==> src/rtl/baud_gen_multi.sv <==
// baud_gen_multi
// Multi-channel fractional baud-rate generator. Each channel runs a
// fractional accumulator that emits an oversample clock-enable (ce_os) and,
// every OVERSAMPLE of those, a bit clock-enable (ce_bit). Rate values are
// written into a pending register and copied to the active register only at
// a safe point: while disabled, on restart, or on a tick. This means a
// running channel never sees a half-updated rate.
//
// Ports:
//   clock        global clock
//   reset_n      synchronous active-low reset, highest priority
//   cfg_we       write strobe for the pending rate registers
//   cfg_ch       channel addressed by cfg_we (out-of-range writes are dropped)
//   cfg_freq     accumulator increment for the addressed channel
//   cfg_limit    accumulator limit for the addressed channel
//   ch_enable    per-channel run enable (level)
//   ch_restart   per-channel phase restart (single-cycle pulse)
//   ce_os        per-channel oversample clock-enable pulses
//   ce_bit       per-channel bit clock-enable pulses (subset of ce_os)
//   cfg_pending  per-channel flag: written rate not yet committed
module baud_gen_multi #(
   parameter int NUM_CH     = 4,
   parameter int FREQ_W     = 12,
   parameter int LIMIT_W    = 16,
   parameter int OVERSAMPLE = 32,
   parameter int CH_W       = 2
) (
   input  logic               clock,
   input  logic               reset_n,
   input  logic               cfg_we,
   input  logic [CH_W-1:0]    cfg_ch,
   input  logic [FREQ_W-1:0]  cfg_freq,
   input  logic [LIMIT_W-1:0] cfg_limit,
   input  logic [NUM_CH-1:0]  ch_enable,
   input  logic [NUM_CH-1:0]  ch_restart,
   output logic [NUM_CH-1:0]  ce_os,
   output logic [NUM_CH-1:0]  ce_bit,
   output logic [NUM_CH-1:0]  cfg_pending
);

   localparam int ACC_W = LIMIT_W + 1;
   localparam int SUB_W = (OVERSAMPLE > 1) ? $clog2(OVERSAMPLE) : 1;
   localparam logic [SUB_W-1:0] SUB_LAST = SUB_W'(OVERSAMPLE - 1);

   logic [NUM_CH-1:0][FREQ_W-1:0]  pendFreq_q,  pendFreq_d;
   logic [NUM_CH-1:0][LIMIT_W-1:0] pendLimit_q, pendLimit_d;
   logic [NUM_CH-1:0][FREQ_W-1:0]  actFreq_q,   actFreq_d;
   logic [NUM_CH-1:0][LIMIT_W-1:0] actLimit_q,  actLimit_d;
   logic [NUM_CH-1:0][ACC_W-1:0]   acc_q,       acc_d;
   logic [NUM_CH-1:0][SUB_W-1:0]   sub_q,       sub_d;
   logic [NUM_CH-1:0]              pend_q,      pend_d;
   logic [NUM_CH-1:0]              ceOs_q,      ceOs_d;
   logic [NUM_CH-1:0]              ceBit_q,     ceBit_d;

   logic [NUM_CH-1:0] chWrite;
   logic [NUM_CH-1:0] chTick;
   logic [NUM_CH-1:0] chCommit;

   // Per-channel decode. The channel index is compared as an int so that
   // a cfg_ch value at or above NUM_CH simply matches no channel.
   // A commit is safe whenever the accumulator phase is being discarded
   // (disable/restart) or has just wrapped (tick).
   always_comb begin
      chWrite  = '0;
      chTick   = '0;
      chCommit = '0;
      for (int i = 0; i < NUM_CH; i++) begin
         chWrite[i]  = cfg_we && (int'(cfg_ch) == i);
         chTick[i]   = acc_q[i] >= ACC_W'(actLimit_q[i]);
         chCommit[i] = !ch_enable[i] || ch_restart[i] || chTick[i];
      end
   end

   // Next-state for every channel. A write that lands on a commit edge
   // wins the pending flag: the commit moves the old pending value to
   // active while the new value is latched and still awaits its own commit.
   always_comb begin
      pendFreq_d  = pendFreq_q;
      pendLimit_d = pendLimit_q;
      actFreq_d   = actFreq_q;
      actLimit_d  = actLimit_q;
      acc_d       = acc_q;
      sub_d       = sub_q;
      pend_d      = pend_q;
      ceOs_d      = '0;
      ceBit_d     = '0;
      for (int i = 0; i < NUM_CH; i++) begin
         if (chWrite[i]) begin
            pendFreq_d[i]  = cfg_freq;
            pendLimit_d[i] = cfg_limit;
            pend_d[i]      = 1'b1;
         end else if (chCommit[i]) begin
            pend_d[i] = 1'b0;
         end

         if (chCommit[i]) begin
            actFreq_d[i]  = pendFreq_q[i];
            actLimit_d[i] = pendLimit_q[i];
         end

         if (!ch_enable[i] || ch_restart[i]) begin
            acc_d[i] = '0;
            sub_d[i] = '0;
         end else if (chTick[i]) begin
            acc_d[i]  = acc_q[i] - ACC_W'(actLimit_q[i]);
            ceOs_d[i] = 1'b1;
            if (sub_q[i] == SUB_LAST) begin
               sub_d[i]   = '0;
               ceBit_d[i] = 1'b1;
            end else begin
               sub_d[i] = sub_q[i] + SUB_W'(1);
            end
         end else begin
            acc_d[i] = acc_q[i] + ACC_W'(actFreq_q[i]);
         end
      end
   end

   // State registers with synchronous active-low reset.
   always_ff @(posedge clock) begin
      if (!reset_n) begin
         pendFreq_q  <= '0;
         pendLimit_q <= '0;
         actFreq_q   <= '0;
         actLimit_q  <= '0;
         acc_q       <= '0;
         sub_q       <= '0;
         pend_q      <= '0;
         ceOs_q      <= '0;
         ceBit_q     <= '0;
      end else begin
         pendFreq_q  <= pendFreq_d;
         pendLimit_q <= pendLimit_d;
         actFreq_q   <= actFreq_d;
         actLimit_q  <= actLimit_d;
         acc_q       <= acc_d;
         sub_q       <= sub_d;
         pend_q      <= pend_d;
         ceOs_q      <= ceOs_d;
         ceBit_q     <= ceBit_d;
      end
   end

   assign ce_os       = ceOs_q;
   assign ce_bit      = ceBit_q;
   assign cfg_pending = pend_q;

endmodule

==> config.mk <==
export PLATFORM = sky130hd
export DESIGN_NAME = baud_gen_multi
export DESIGN_NICKNAME = d
export VERILOG_FILES = /design/src/rtl/baud_gen_multi.sv
export SDC_FILE = /design/constraint.sdc
export NUM_CORES = 1
export LEC_CHECK = 0
export BUFFER_PORTS_ARGS = -buffer_cell sky130_fd_sc_hd__buf_2
export CAP_MARGIN = 10
export CORE_ASPECT_RATIO = 2
export CORE_MARGIN = 2
export CORE_UTILIZATION = 51
export CTS_CLUSTER_DIAMETER = 60
export DETAILED_ROUTE_END_ITERATION = 10
export PLACE_DENSITY = 0.68
export SYNTH_ARGS = -nofsm -noshare
export SYNTH_HDL_FRONTEND = slang
export SYNTH_SLANG_ARGS = --single-unit
==> constraint.sdc <==
create_clock -name clock -period 3.4 [get_ports clock]
set_input_delay 0.68 -clock clock [delete_from_list [all_inputs] [get_ports clock]]
set_output_delay 0.68 -clock clock [all_outputs]
set_load 0.005 [all_outputs]
# ---- After elaboration in Yosys (flattened, before gate mapping)
# Cells that the tools add are included.
dict set report op_classes {
  addsub 12
  magnitude_cmp 4
  eq_ne 7
  mux 24
  n_bitwise 5
  n_reduce_logical 29
}
# operator count
set ops {}
lappend ops {{$add 17x12->17} 4}
lappend ops {{$ge 17x16->1} 4}
lappend ops {{$mux 17} 4}
lappend ops {{$sub 17x16->17} 4}
lappend ops {{$add 5x1->5 const B} 4}
lappend ops {{$eq 5x5->1 const B} 4}
lappend ops {{$mux 5} 4}
lappend ops {{$mux 1} 16}
lappend ops {{$reduce_or 3->1} 4}
lappend ops {{$logic_or 1x1->1} 8}
lappend ops {{$reduce_bool 2->1} 4}
lappend ops {{$reduce_or 2->1} 4}
lappend ops {{$not 1->1} 5}
lappend ops {{$eq 2x2->1 const B} 2}
lappend ops {{$logic_and 1x1->1} 4}
lappend ops {{$logic_not 1->1} 4}
lappend ops {{$eq 2x1->1 const B} 1}
lappend ops {{$logic_not 2->1} 1}
dict set report totals {
  ff_bits 324
  input_bits 41
  output_inout_bits 12
  elab_cells 117
}

# ---- Longest topological paths before layout
# Gate-level depths: netlist of run 1.
dict set report depth {
  word_depth 5
  mapped_depth 14
  ltp_nobuf 11
}

# ---- Worst setup path before layout of run 1
# Ideal clock, no wire load.
dict set report synth_timing {
  kind {register -> register}
  from {register actLimit_q[49] (netlist name)}
  to {register actFreq_q[37] (netlist name)}
  setup_time_ns 0.122
  arrival_time_ns 2.486
  t_required_ns 3.278
  path_slack_ns 0.792
  path_stages_with_launch 14
  n_path_buf 3
  synth_period_minus_slack_ns 2.608
  path_cell_list {dfxtp_1 > inv_1 > ha_1 > nor2b_1 > o31a_1 > o211ai_1 > nand2_1 > a21o_1 > buf_4 > or3b_1 > buf_4 > buf_4 > nand2_1 > a21boi_0}
}
dict set report synth_via {
  elab_chain_cells 2
}
# element line_no
set synth_rtl {}
lappend synth_rtl {{start, declared} 48} ;# logic [NUM_CH-1:0][LIMIT_W-1:0] actLimit_q, actLimit_d;
lappend synth_rtl {{start signal, assigned} 135} ;# actLimit_q <= actLimit_d;
lappend synth_rtl {{$ge 17x16->1} 69} ;# chTick[i] = acc_q[i] >= ACC_W'(actLimit_q[i]);
lappend synth_rtl {{$logic_or 1x1->1} 70} ;# chCommit[i] = !ch_enable[i] || ch_restart[i] || chTick[i];
lappend synth_rtl {{end signal, assigned} 134} ;# actFreq_q <= actFreq_d;
lappend synth_rtl {{end, declared} 47} ;# logic [NUM_CH-1:0][FREQ_W-1:0] actFreq_q, actFreq_d;
# Every way passes these cells.
# A chain may end at the register's enable or synchronous reset.

# ---- Final worst setup path of run 1
dict set report layout_timing {
  from {register acc_q[63] (netlist name)}
  to {register actLimit_q[61] (netlist name)}
}
dict set report layout_via {
  elab_chain_cells 2
}
# element line_no
set layout_rtl {}
lappend layout_rtl {{start, declared} 49} ;# logic [NUM_CH-1:0][ACC_W-1:0] acc_q, acc_d;
lappend layout_rtl {{start signal, assigned} 126} ;# acc_q <= '0;
lappend layout_rtl {{start signal, assigned} 136} ;# acc_q <= acc_d;
lappend layout_rtl {{$ge 17x16->1} 69}
lappend layout_rtl {{$logic_or 1x1->1} 70}
# Every way passes these cells.

==> impl_results.html, run 1 <==
<table>
<tr><th>Metric</th><th>Value</th></tr>
<tr><th colspan="2">Placement</th></tr>
<tr><td>Last weighted congestion value of the routability-driven placer</td><td>0.917</td></tr>
<tr><td>Post-detail-place hpwl</td><td>32700 um</td></tr>
<tr><td>Post-place instance area</td><td>18100 um^2</td></tr>
<tr><td># port buffers</td><td>52</td></tr>
<tr><td>Placed cell count</td><td>2578</td></tr>
<tr><th colspan="2">STA</th></tr>
<tr><td>Number of pins with negative max-slew slack in the final report</td><td>0</td></tr>
<tr><td>Final setup TNS</td><td>0 ns</td></tr>
<tr><td>Final worst path period need</td><td>3.07 ns</td></tr>
<tr><td>Worst slew pin tran</td><td>1.05 ns</td></tr>
<tr><td>Fraction of the cycle the final worst path needs</td><td>90.3%</td></tr>
<tr><td>Unrepaired setup endpoints after global routing</td><td>no</td></tr>
<tr><td>Number of failing setup endpoints in the final timing report</td><td>0</td></tr>
<tr><td>Setup clock skew after layout</td><td>0.0117 ns</td></tr>
<tr><td>Hold violation total from the final report</td><td>0</td></tr>
<tr><td>Achievable frequency</td><td>0.326 GHz</td></tr>
<tr><td>Worst slew margin relative to its limit</td><td>30.1%</td></tr>
<tr><th colspan="2">Die</th></tr>
<tr><td>Die Ht</td><td>266 um</td></tr>
<tr><td>Std cell rows</td><td>95</td></tr>
<tr><td>Initial core utilization</td><td>51.9%</td></tr>
<tr><td>Number of top-level pins</td><td>53</td></tr>
<tr><td>Die ar.</td><td>35800 um^2</td></tr>
<tr><td>Core area</td><td>33600 um^2</td></tr>
<tr><td>Die width</td><td>135 um</td></tr>
<tr><th colspan="2">Setup path</th></tr>
<tr><td>Capture point of the worst reg-to-reg path</td><td>actLimit_q[61]$_SDFFE_PN0P_</td></tr>
<tr><td>End point of the critical path</td><td>actLimit_q[61]$_SDFFE_PN0P_</td></tr>
<tr><td>CP Data Required Time</td><td>3.90 ns</td></tr>
<tr><td>Number of buffer and inverter instances along the worst setup path</td><td>0</td></tr>
<tr><td>Worst R2R Start</td><td>acc_q[63]$_SDFF_PP0_</td></tr>
<tr><td>Setup slack, reg-to-reg</td><td>0.33 ns</td></tr>
<tr><td>Cells traversed along the worst timing path</td><td>ha_1, and3_1, nand4_1, or4_1, nand3_1, a21o_1, or3b_1, nand2_1, a21boi_0</td></tr>
<tr><td>Number of stages on the worst setup path</td><td>9</td></tr>
<tr><td>Worst EP arrival</td><td>3.57 ns</td></tr>
<tr><td>Path depth of the worst reg2reg path</td><td>9</td></tr>
<tr><td>Largest driver fanout on the critical path</td><td>28</td></tr>
<tr><td>Crit. Startpoint</td><td>acc_q[63]$_SDFF_PP0_</td></tr>
<tr><td>Worst setup EP type</td><td>flop</td></tr>
<tr><td>Setup Crit Path Kind</td><td>reg2reg</td></tr>
<tr><td>Worst-path cell with the longest stage delay</td><td>sky130_fd_sc_hd__or3b_1</td></tr>
<tr><td>Category of cells accounting for the largest share of critical-path delay</td><td>simple AND/OR/NAND/NOR gates</td></tr>
<tr><td>Worst path max stage delay</td><td>0.73 ns</td></tr>
<tr><td>Critical Path Source Type</td><td>flop</td></tr>
<tr><th colspan="2">Clock network</th></tr>
<tr><td>Post-CTS resize count</td><td>0</td></tr>
<tr><td>Post CTS Setup Buffer Count</td><td>0</td></tr>
<tr><td>H-Tree Level Count</td><td>1</td></tr>
<tr><td>CTS tree</td><td>built</td></tr>
<tr><td>CTS buffer count</td><td>30</td></tr>
<tr><td>Clk_lat worst skew</td><td>0.57 ns</td></tr>
<tr><td>Clock transition at the registers of the reported paths</td><td>0.07 ns</td></tr>
<tr><td>Number of sinks handled by clock tree synthesis</td><td>324</td></tr>
<tr><td>Cts-stage hold buffer count</td><td>0</td></tr>
<tr><td>Maximum number of buffers from clock root to sink</td><td>3</td></tr>
<tr><td>Cell at the root of the clock tree</td><td>sky130_fd_sc_hd__clkbuf_16</td></tr>
<tr><th colspan="2">Drt</th></tr>
<tr><td>Number of DRC violations after detailed-routing iteration 0</td><td>692</td></tr>
<tr><td>Vias</td><td>14700</td></tr>
<tr><td>First-pass iteration count of the detailed router</td><td>5</td></tr>
<tr><td>Number of antenna-violating nets in the routed design</td><td>0</td></tr>
<tr><td>Remaining design rule violation count</td><td>0</td></tr>
<tr><td>WL final</td><td>44400 um</td></tr>
<tr><td>Via/cell ratio</td><td>5.60</td></tr>
<tr><td>Routed wire length per instance</td><td>16.9 um</td></tr>
<tr><th colspan="2">Layout</th></tr>
<tr><td>Final core utilization</td><td>56.9%</td></tr>
<tr><td>Layout cells sized above 1</td><td>7.14%</td></tr>
<tr><td>Final cell area excluding filler cells</td><td>19200 um^2</td></tr>
<tr><td>Area added between synthesis and finish</td><td>9.70%</td></tr>
<tr><td>Number of inserted filler cells in the final layout</td><td>3146</td></tr>
<tr><td>Count of placed standard cells in the final layout, fillers left out</td><td>2634</td></tr>
<tr><td>Commonest cells after routing, fill and taps aside</td><td>494 x sky130_fd_sc_hd__nand2_1, 324 x sky130_fd_sc_hd__dfxtp_1, 213 x sky130_fd_sc_hd__a21boi_0, 140 x sky130_fd_sc_hd__nor2_1, 120 x sky130_fd_sc_hd__ha_1</td></tr>
<tr><td>Number of nets in the layout</td><td>2343</td></tr>
<tr><td>Antenna cells</td><td>0</td></tr>
<tr><td>Most frequent standard cell in the layout excluding fill and tap cells</td><td>sky130_fd_sc_hd__nand2_1</td></tr>
<tr><th colspan="2">Power and ir drop</th></tr>
<tr><td>Cell Pwr Density</td><td>916 nW/um^2</td></tr>
<tr><td>Leakage</td><td>7.58 nW</td></tr>
<tr><td>Highest ir drop seen on vdd</td><td>0.000830 V</td></tr>
<tr><th colspan="2">GRT</th></tr>
<tr><td>Wire length of the first global-routing pass</td><td>72400 um</td></tr>
<tr><td>Combined global-route utilization of all metal layers</td><td>24.8%</td></tr>
<tr><td>Antenna violations before repair</td><td>0</td></tr>
<tr><td>Number of global-route vias before repair</td><td>14700</td></tr>
<tr><td>Total overflow reported by the global router</td><td>0</td></tr>
<tr><td>Pin count of the biggest net entering global routing</td><td>100</td></tr>
<tr><th colspan="2">Synth</th></tr>
<tr><td>Async set-reset flop share out of synthesis</td><td>0%</td></tr>
<tr><td>Cell count after synthesis</td><td>2165</td></tr>
<tr><td>Average cell area after synthesis</td><td>8.07 um^2</td></tr>
<tr><td>EDFF count, synth</td><td>0</td></tr>
<tr><td>Post-synthesis register bit count</td><td>324</td></tr>
<tr><td>Synthesis warning total</td><td>0</td></tr>
<tr><td>Net count after synthesis</td><td>2334</td></tr>
<tr><td>Mapped Area</td><td>17500 um^2</td></tr>
<tr><td>Sequential element share of the synthesized area</td><td>37.1%</td></tr>
<tr><td>Main synth FF type</td><td>sky130_fd_sc_hd__dfxtp_1</td></tr>
<tr><td>Number of distinct library cells after synthesis</td><td>68</td></tr>
<tr><th colspan="2">Outcome</th></tr>
<tr><td>Result of the run</td><td>completed</td></tr>
<tr><th colspan="2">Job</th></tr>
<tr><td>Maxcap violations</td><td>0</td></tr>
<tr><th colspan="2">Min path</th></tr>
<tr><td>Class of the worst hold path</td><td>in2reg</td></tr>
</table>
-- tightest hold or removal path: stages --
cell and delay, ns:
sky130_fd_sc_hd__buf_2 0.16, sky130_fd_sc_hd__nand2_1 0.07, sky130_fd_sc_hd__a21boi_0 0.07
-- through the flow --
step / hold WS (ns) / total power [W] / setup slack [ns]
2_1_floorplan: 0.431 / 0.0119 / 0.792
6_report: 0.452 / 0.0175 / 0.330
3_5_place_dp: 0.448 / 0.0138 / 0.367
5_1_grt: 0.431 / 0.0188 / 0.104
3_3_place_gp: 0.441 / 0.0137 / 0.447
4_1_cts: 0.427 / 0.0176 / 0.324
-- logic make-up (layout without fill, tap and decap cells) --
logic type	after synthesis	in the layout	share of synthesized area (%)
AO/OA/AOI/OAI	559	559	21.9
flip-flops	324	324	37.1
multiplexers	16	16	0.924
buffers and inverters	188	221	4.30
AND/OR/NAND/NOR	854	854	21.4
XOR/XNOR	96	96	4.82
adder cells (fa/ha/maj)	128	128	9.52
-- routing by layer --
layer,GRT usage [%],vias to the layer above,wire length (um),share of wire (%)
met5,0,-,0,0
met4,14.7,0,2790,6.3
met3,2.29,143,1300,2.9
met2,46.0,245,23000,52
met1,26.8,6930,17400,39
li1,-,7424,-,-
-- flip-flops by register name, indices dropped and copies added (netlist names) --
register / count
actFreq_q: 48
pendFreq_q: 48
ce_bit: 4
acc_q: 68
pendLimit_q: 64
sub_q: 20
cfg_pending: 4
actLimit_q: 64
ce_os: 4
-- how the worst min path moves through the flow --
stage / slack [ns] / start / cells past startpoint / endpoint
after floorplan: 0.43 / actLimit_q[27]$_SDFFE_PN0P_ / 2 / actLimit_q[27]$_SDFFE_PN0P_
after global placement: 0.44 / actLimit_q[30]$_SDFFE_PN0P_ / 2 / actLimit_q[30]$_SDFFE_PN0P_
after detailed placement: 0.45 / pendFreq_q[33]$_SDFFE_PN0P_ / 2 / actFreq_q[33]$_SDFFE_PN0P_
after CTS: 0.43 / cfg_freq[2] / 3 / pendFreq_q[26]$_SDFFE_PN0P_
after global routing: 0.43 / cfg_freq[2] / 3 / pendFreq_q[26]$_SDFFE_PN0P_
final: 0.45 / cfg_freq[2] / 3 / pendFreq_q[14]$_SDFFE_PN0P_
-- where the power goes --
part	internal, W	total [W]	leakage, nW	switching (W)
Clock	0.00217	0.00373	0.528	0.00157
Sequential	0.00417	0.00446	2.62	0.000295
Combinational	0.00368	0.00935	4.43	0.00567
-- layout make-up --
cell class	instances	area (um^2)	share of cell area (%)
multi-input combinational	1653	10200	53.5
sequential	324	6490	33.9
clock buffer	35	801	4.18
tap	436	546	2.85
timing repair buffer	79	465	2.43
inverter	86	323	1.69
clock inverter	21	293	1.53
-- Yosys cell counts, types with 13 or more instances --
| cell | number | area [um^2] |
|---|---|---|
| sky130_fd_sc_hd__nand2_1 | 494 | 1850 |
| sky130_fd_sc_hd__dfxtp_1 | 324 | 6490 |
| sky130_fd_sc_hd__a21boi_0 | 213 | 1600 |
| sky130_fd_sc_hd__nor2_1 | 142 | 533 |
| sky130_fd_sc_hd__ha_1 | 120 | 1500 |
| sky130_fd_sc_hd__a21oi_1 | 110 | 551 |
| sky130_fd_sc_hd__inv_1 | 86 | 323 |
| sky130_fd_sc_hd__clkbuf_1 | 72 | 270 |
| sky130_fd_sc_hd__xnor2_1 | 63 | 552 |
| sky130_fd_sc_hd__nand3_1 | 59 | 295 |
| sky130_fd_sc_hd__o21ai_0 | 52 | 260 |
| sky130_fd_sc_hd__a21o_1 | 33 | 248 |
| sky130_fd_sc_hd__xor2_1 | 33 | 289 |
| sky130_fd_sc_hd__a211oi_1 | 32 | 240 |
| sky130_fd_sc_hd__buf_2 | 24 | 120 |
| sky130_fd_sc_hd__and3_1 | 22 | 138 |
| sky130_fd_sc_hd__nor2b_1 | 22 | 138 |
| sky130_fd_sc_hd__o21a_1 | 21 | 158 |
| sky130_fd_sc_hd__nand2b_1 | 18 | 113 |
| sky130_fd_sc_hd__nor3_1 | 18 | 90.1 |
| sky130_fd_sc_hd__nand4_1 | 17 | 106 |
| sky130_fd_sc_hd__mux2i_1 | 15 | 150 |
| sky130_fd_sc_hd__a21boi_1 | 14 | 105 |
| sky130_fd_sc_hd__a31oi_1 | 13 | 81.3 |
Power figures use the tool's default switching activity.
==> inputs of run 2 (changes only) <==
CTS_BUF_LIST = sky130_fd_sc_hd__clkbuf_16   (was default)
RECOVER_POWER = 100   (was default)
==> impl_results.html, run 2 (synthesized netlist as in run 1, its figures left out) <==
<table>
<tr><th>Metric</th><th>Value</th></tr>
<tr><th colspan="2">Die</th></tr>
<tr><td>Core area</td><td>33600 um^2</td></tr>
<tr><td>Die width</td><td>135 um</td></tr>
<tr><td>Std cell rows</td><td>95</td></tr>
<tr><td>Die Ht</td><td>266 um</td></tr>
<tr><td>Initial core utilization</td><td>51.9%</td></tr>
<tr><td>Number of top-level pins</td><td>53</td></tr>
<tr><td>Die ar.</td><td>35800 um^2</td></tr>
<tr><th colspan="2">Layout</th></tr>
<tr><td>Most flops, register</td><td>acc_q</td></tr>
<tr><td>Most frequent standard cell in the layout excluding fill and tap cells</td><td>sky130_fd_sc_hd__nand2_1</td></tr>
<tr><td>Flip-flop count of the largest register after layout</td><td>68</td></tr>
<tr><td>Number of inserted filler cells in the final layout</td><td>3159</td></tr>
<tr><td>Commonest cells after routing, fill and taps aside</td><td>494 x sky130_fd_sc_hd__nand2_1, 324 x sky130_fd_sc_hd__dfxtp_1, 226 x sky130_fd_sc_hd__a21boi_0, 140 x sky130_fd_sc_hd__nor2_1, 120 x sky130_fd_sc_hd__ha_1</td></tr>
<tr><td>Antenna cells</td><td>0</td></tr>
<tr><td>Final core utilization</td><td>56.8%</td></tr>
<tr><td>Layout cells sized above 1</td><td>6.41%</td></tr>
<tr><td>Final cell area excluding filler cells</td><td>19100 um^2</td></tr>
<tr><td>Area added between synthesis and finish</td><td>9.42%</td></tr>
<tr><td>Biggest registers after layout</td><td>acc_q (68), actLimit_q (64), pendLimit_q (64)</td></tr>
<tr><td>Number of nets in the layout</td><td>2343</td></tr>
<tr><th colspan="2">GRT</th></tr>
<tr><td>Number of global-route vias before repair</td><td>14700</td></tr>
<tr><td>Wire length of the first global-routing pass</td><td>72400 um</td></tr>
<tr><td>Antenna violations before repair</td><td>0</td></tr>
<tr><td>Combined global-route utilization of all metal layers</td><td>24.8%</td></tr>
<tr><td>Pin count of the biggest net entering global routing</td><td>100</td></tr>
<tr><td>Total overflow reported by the global router</td><td>0</td></tr>
<tr><th colspan="2">Drt</th></tr>
<tr><td>WL final</td><td>44400 um</td></tr>
<tr><td>Number of DRC violations after detailed-routing iteration 0</td><td>752</td></tr>
<tr><td>Vias</td><td>14700</td></tr>
<tr><td>Via/cell ratio</td><td>5.57</td></tr>
<tr><td>Remaining design rule violation count</td><td>0</td></tr>
<tr><td>Number of antenna-violating nets in the routed design</td><td>0</td></tr>
<tr><td>First-pass iteration count of the detailed router</td><td>5</td></tr>
<tr><td>Routed wire length per instance</td><td>16.8 um</td></tr>
<tr><th colspan="2">STA</th></tr>
<tr><td>Final worst path period need</td><td>3.07 ns</td></tr>
<tr><td>Final setup TNS</td><td>0 ns</td></tr>
<tr><td>Hold violation total from the final report</td><td>0</td></tr>
<tr><td>Post-Route Hold Slack</td><td>0.447 ns</td></tr>
<tr><td>Setup clock skew after layout</td><td>0.0112 ns</td></tr>
<tr><td>Worst slew margin relative to its limit</td><td>-9.44%</td></tr>
<tr><td>Achievable frequency</td><td>0.326 GHz</td></tr>
<tr><td>Unrepaired setup endpoints after global routing</td><td>no</td></tr>
<tr><td>Worst slew pin tran</td><td>1.64 ns</td></tr>
<tr><td>Number of pins with negative max-slew slack in the final report</td><td>58</td></tr>
<tr><td>Setup slack of the critical path after layout</td><td>0.333 ns</td></tr>
<tr><td>Fraction of the cycle the final worst path needs</td><td>90.2%</td></tr>
<tr><td>Number of failing setup endpoints in the final timing report</td><td>0</td></tr>
<tr><th colspan="2">Clock network</th></tr>
<tr><td>Post CTS Setup Buffer Count</td><td>0</td></tr>
<tr><td>Cts-stage hold buffer count</td><td>0</td></tr>
<tr><td>CTS buffer count</td><td>30</td></tr>
<tr><td>H-Tree Level Count</td><td>1</td></tr>
<tr><td>Number of sinks handled by clock tree synthesis</td><td>324</td></tr>
<tr><td>Post-CTS resize count</td><td>0</td></tr>
<tr><td>Cell at the root of the clock tree</td><td>sky130_fd_sc_hd__clkbuf_16</td></tr>
<tr><td>Clock transition at the registers of the reported paths</td><td>0.07 ns</td></tr>
<tr><td>CTS tree</td><td>built</td></tr>
<tr><td>Maximum number of buffers from clock root to sink</td><td>3</td></tr>
<tr><td>Clk_lat worst skew</td><td>0.57 ns</td></tr>
<tr><th colspan="2">Placement</th></tr>
<tr><td>Worst slack after detailed placement</td><td>0.367 ns</td></tr>
<tr><td>Post-detail-place hpwl</td><td>32700 um</td></tr>
<tr><td>Last weighted congestion value of the routability-driven placer</td><td>0.917</td></tr>
<tr><td># port buffers</td><td>52</td></tr>
<tr><td>Post-place instance area</td><td>18100 um^2</td></tr>
<tr><th colspan="2">Min path</th></tr>
<tr><td>Class of the worst hold path</td><td>in2reg</td></tr>
<tr><th colspan="2">Setup path</th></tr>
<tr><td>Capture point of the worst reg-to-reg path</td><td>acc_q[28]$_SDFF_PP0_</td></tr>
<tr><td>Setup slack, reg-to-reg</td><td>0.33 ns</td></tr>
<tr><td>End point of the critical path</td><td>acc_q[28]$_SDFF_PP0_</td></tr>
<tr><td>Worst EP arrival</td><td>3.53 ns</td></tr>
<tr><td>Path depth of the worst reg2reg path</td><td>11</td></tr>
<tr><td>Worst setup EP type</td><td>flop</td></tr>
<tr><td>Critical Path Source Type</td><td>flop</td></tr>
<tr><td>CP Data Required Time</td><td>3.86 ns</td></tr>
<tr><td>Setup Crit Path Kind</td><td>reg2reg</td></tr>
<tr><td>Worst R2R Start</td><td>actLimit_q[18]$_SDFFE_PN0P_</td></tr>
<tr><td>Crit. Startpoint</td><td>actLimit_q[18]$_SDFFE_PN0P_</td></tr>
<tr><td>Largest driver fanout on the critical path</td><td>36</td></tr>
<tr><th colspan="2">Job</th></tr>
<tr><td>Maxcap violations</td><td>2</td></tr>
<tr><th colspan="2">Power and ir drop</th></tr>
<tr><td>Highest ir drop seen on vdd</td><td>0.000776 V</td></tr>
<tr><td>Cell Pwr Density</td><td>909 nW/um^2</td></tr>
<tr><td>Leakage</td><td>7.54 nW</td></tr>
<tr><th colspan="2">Outcome</th></tr>
<tr><td>Violated checks</td><td>max-capacitance violations, max-slew violations</td></tr>
<tr><td>Result of the run</td><td>complete, but fails checks</td></tr>
</table>
## run 2: worst min path at each step
stage	from	end	slack (ns)	depth (start not counted)
floorplan	actLimit_q[27]$_SDFFE_PN0P_	actLimit_q[27]$_SDFFE_PN0P_	0.43	2
CTS	cfg_freq[2]	pendFreq_q[26]$_SDFFE_PN0P_	0.43	3
finish	cfg_limit[11]	pendLimit_q[59]$_SDFFE_PN0P_	0.45	3
global route	cfg_freq[2]	pendFreq_q[26]$_SDFFE_PN0P_	0.43	3
detailed placement	pendFreq_q[33]$_SDFFE_PN0P_	actFreq_q[33]$_SDFFE_PN0P_	0.45	2
global placement	actLimit_q[30]$_SDFFE_PN0P_	actLimit_q[30]$_SDFFE_PN0P_	0.44	2
## run 2: critical path, cell delays in order (launching register included)
cell                       delay [ns]
sky130_fd_sc_hd__dfxtp_1         0.34
sky130_fd_sc_hd__inv_1           0.05
sky130_fd_sc_hd__ha_1            0.35
sky130_fd_sc_hd__a21oi_1         0.21
sky130_fd_sc_hd__a21oi_1         0.11
sky130_fd_sc_hd__nor3_1          0.17
sky130_fd_sc_hd__clkbuf_1        0.22
sky130_fd_sc_hd__a21o_1          0.16
sky130_fd_sc_hd__o211ai_1        0.18
sky130_fd_sc_hd__clkbuf_2        0.51
sky130_fd_sc_hd__and2_0          0.39
sky130_fd_sc_hd__a211o_1         0.27
## run 2: report_power, final
part	switching, W	internal, W	total, W
logic	0.00565	0.00356	0.00921
clock network	0.00156	0.00213	0.00370
registers	0.000296	0.00417	0.00446
total	0.00751	0.00986	0.0174
## run 2: cell type report
class                      count  area (um^2)  share of cell area (%)
clock buffer                  31          776                    4.06
clock inverter                25          308                    1.61
inverter                      86          323                    1.69
multi-input combinational   1653        10200                    53.5
sequential                   324         6490                    33.9
tap                          436          546                    2.86
timing repair buffer          79          437                    2.29
## run 2: per-layer routing
layer / vias up / global-route usage [%] / share of wire, %
li1: 7423 / - / -
met1: 6885 / 26.8 / 39
met2: 235 / 46.1 / 52
met3: 141 / 2.29 / 2.9
met4: 0 / 14.7 / 6.3
met5: - / 0 / 0
## run 2: metrics by stage
step | cells | total power (W)
6_report | 2634 | 0.0174
3_3_place_gp | 2578 | 0.0137
4_1_cts | 2634 | 0.0176
2_1_floorplan | 2165 | 0.0119
5_1_grt | 2634 | 0.0185
3_5_place_dp | 2578 | 0.0138
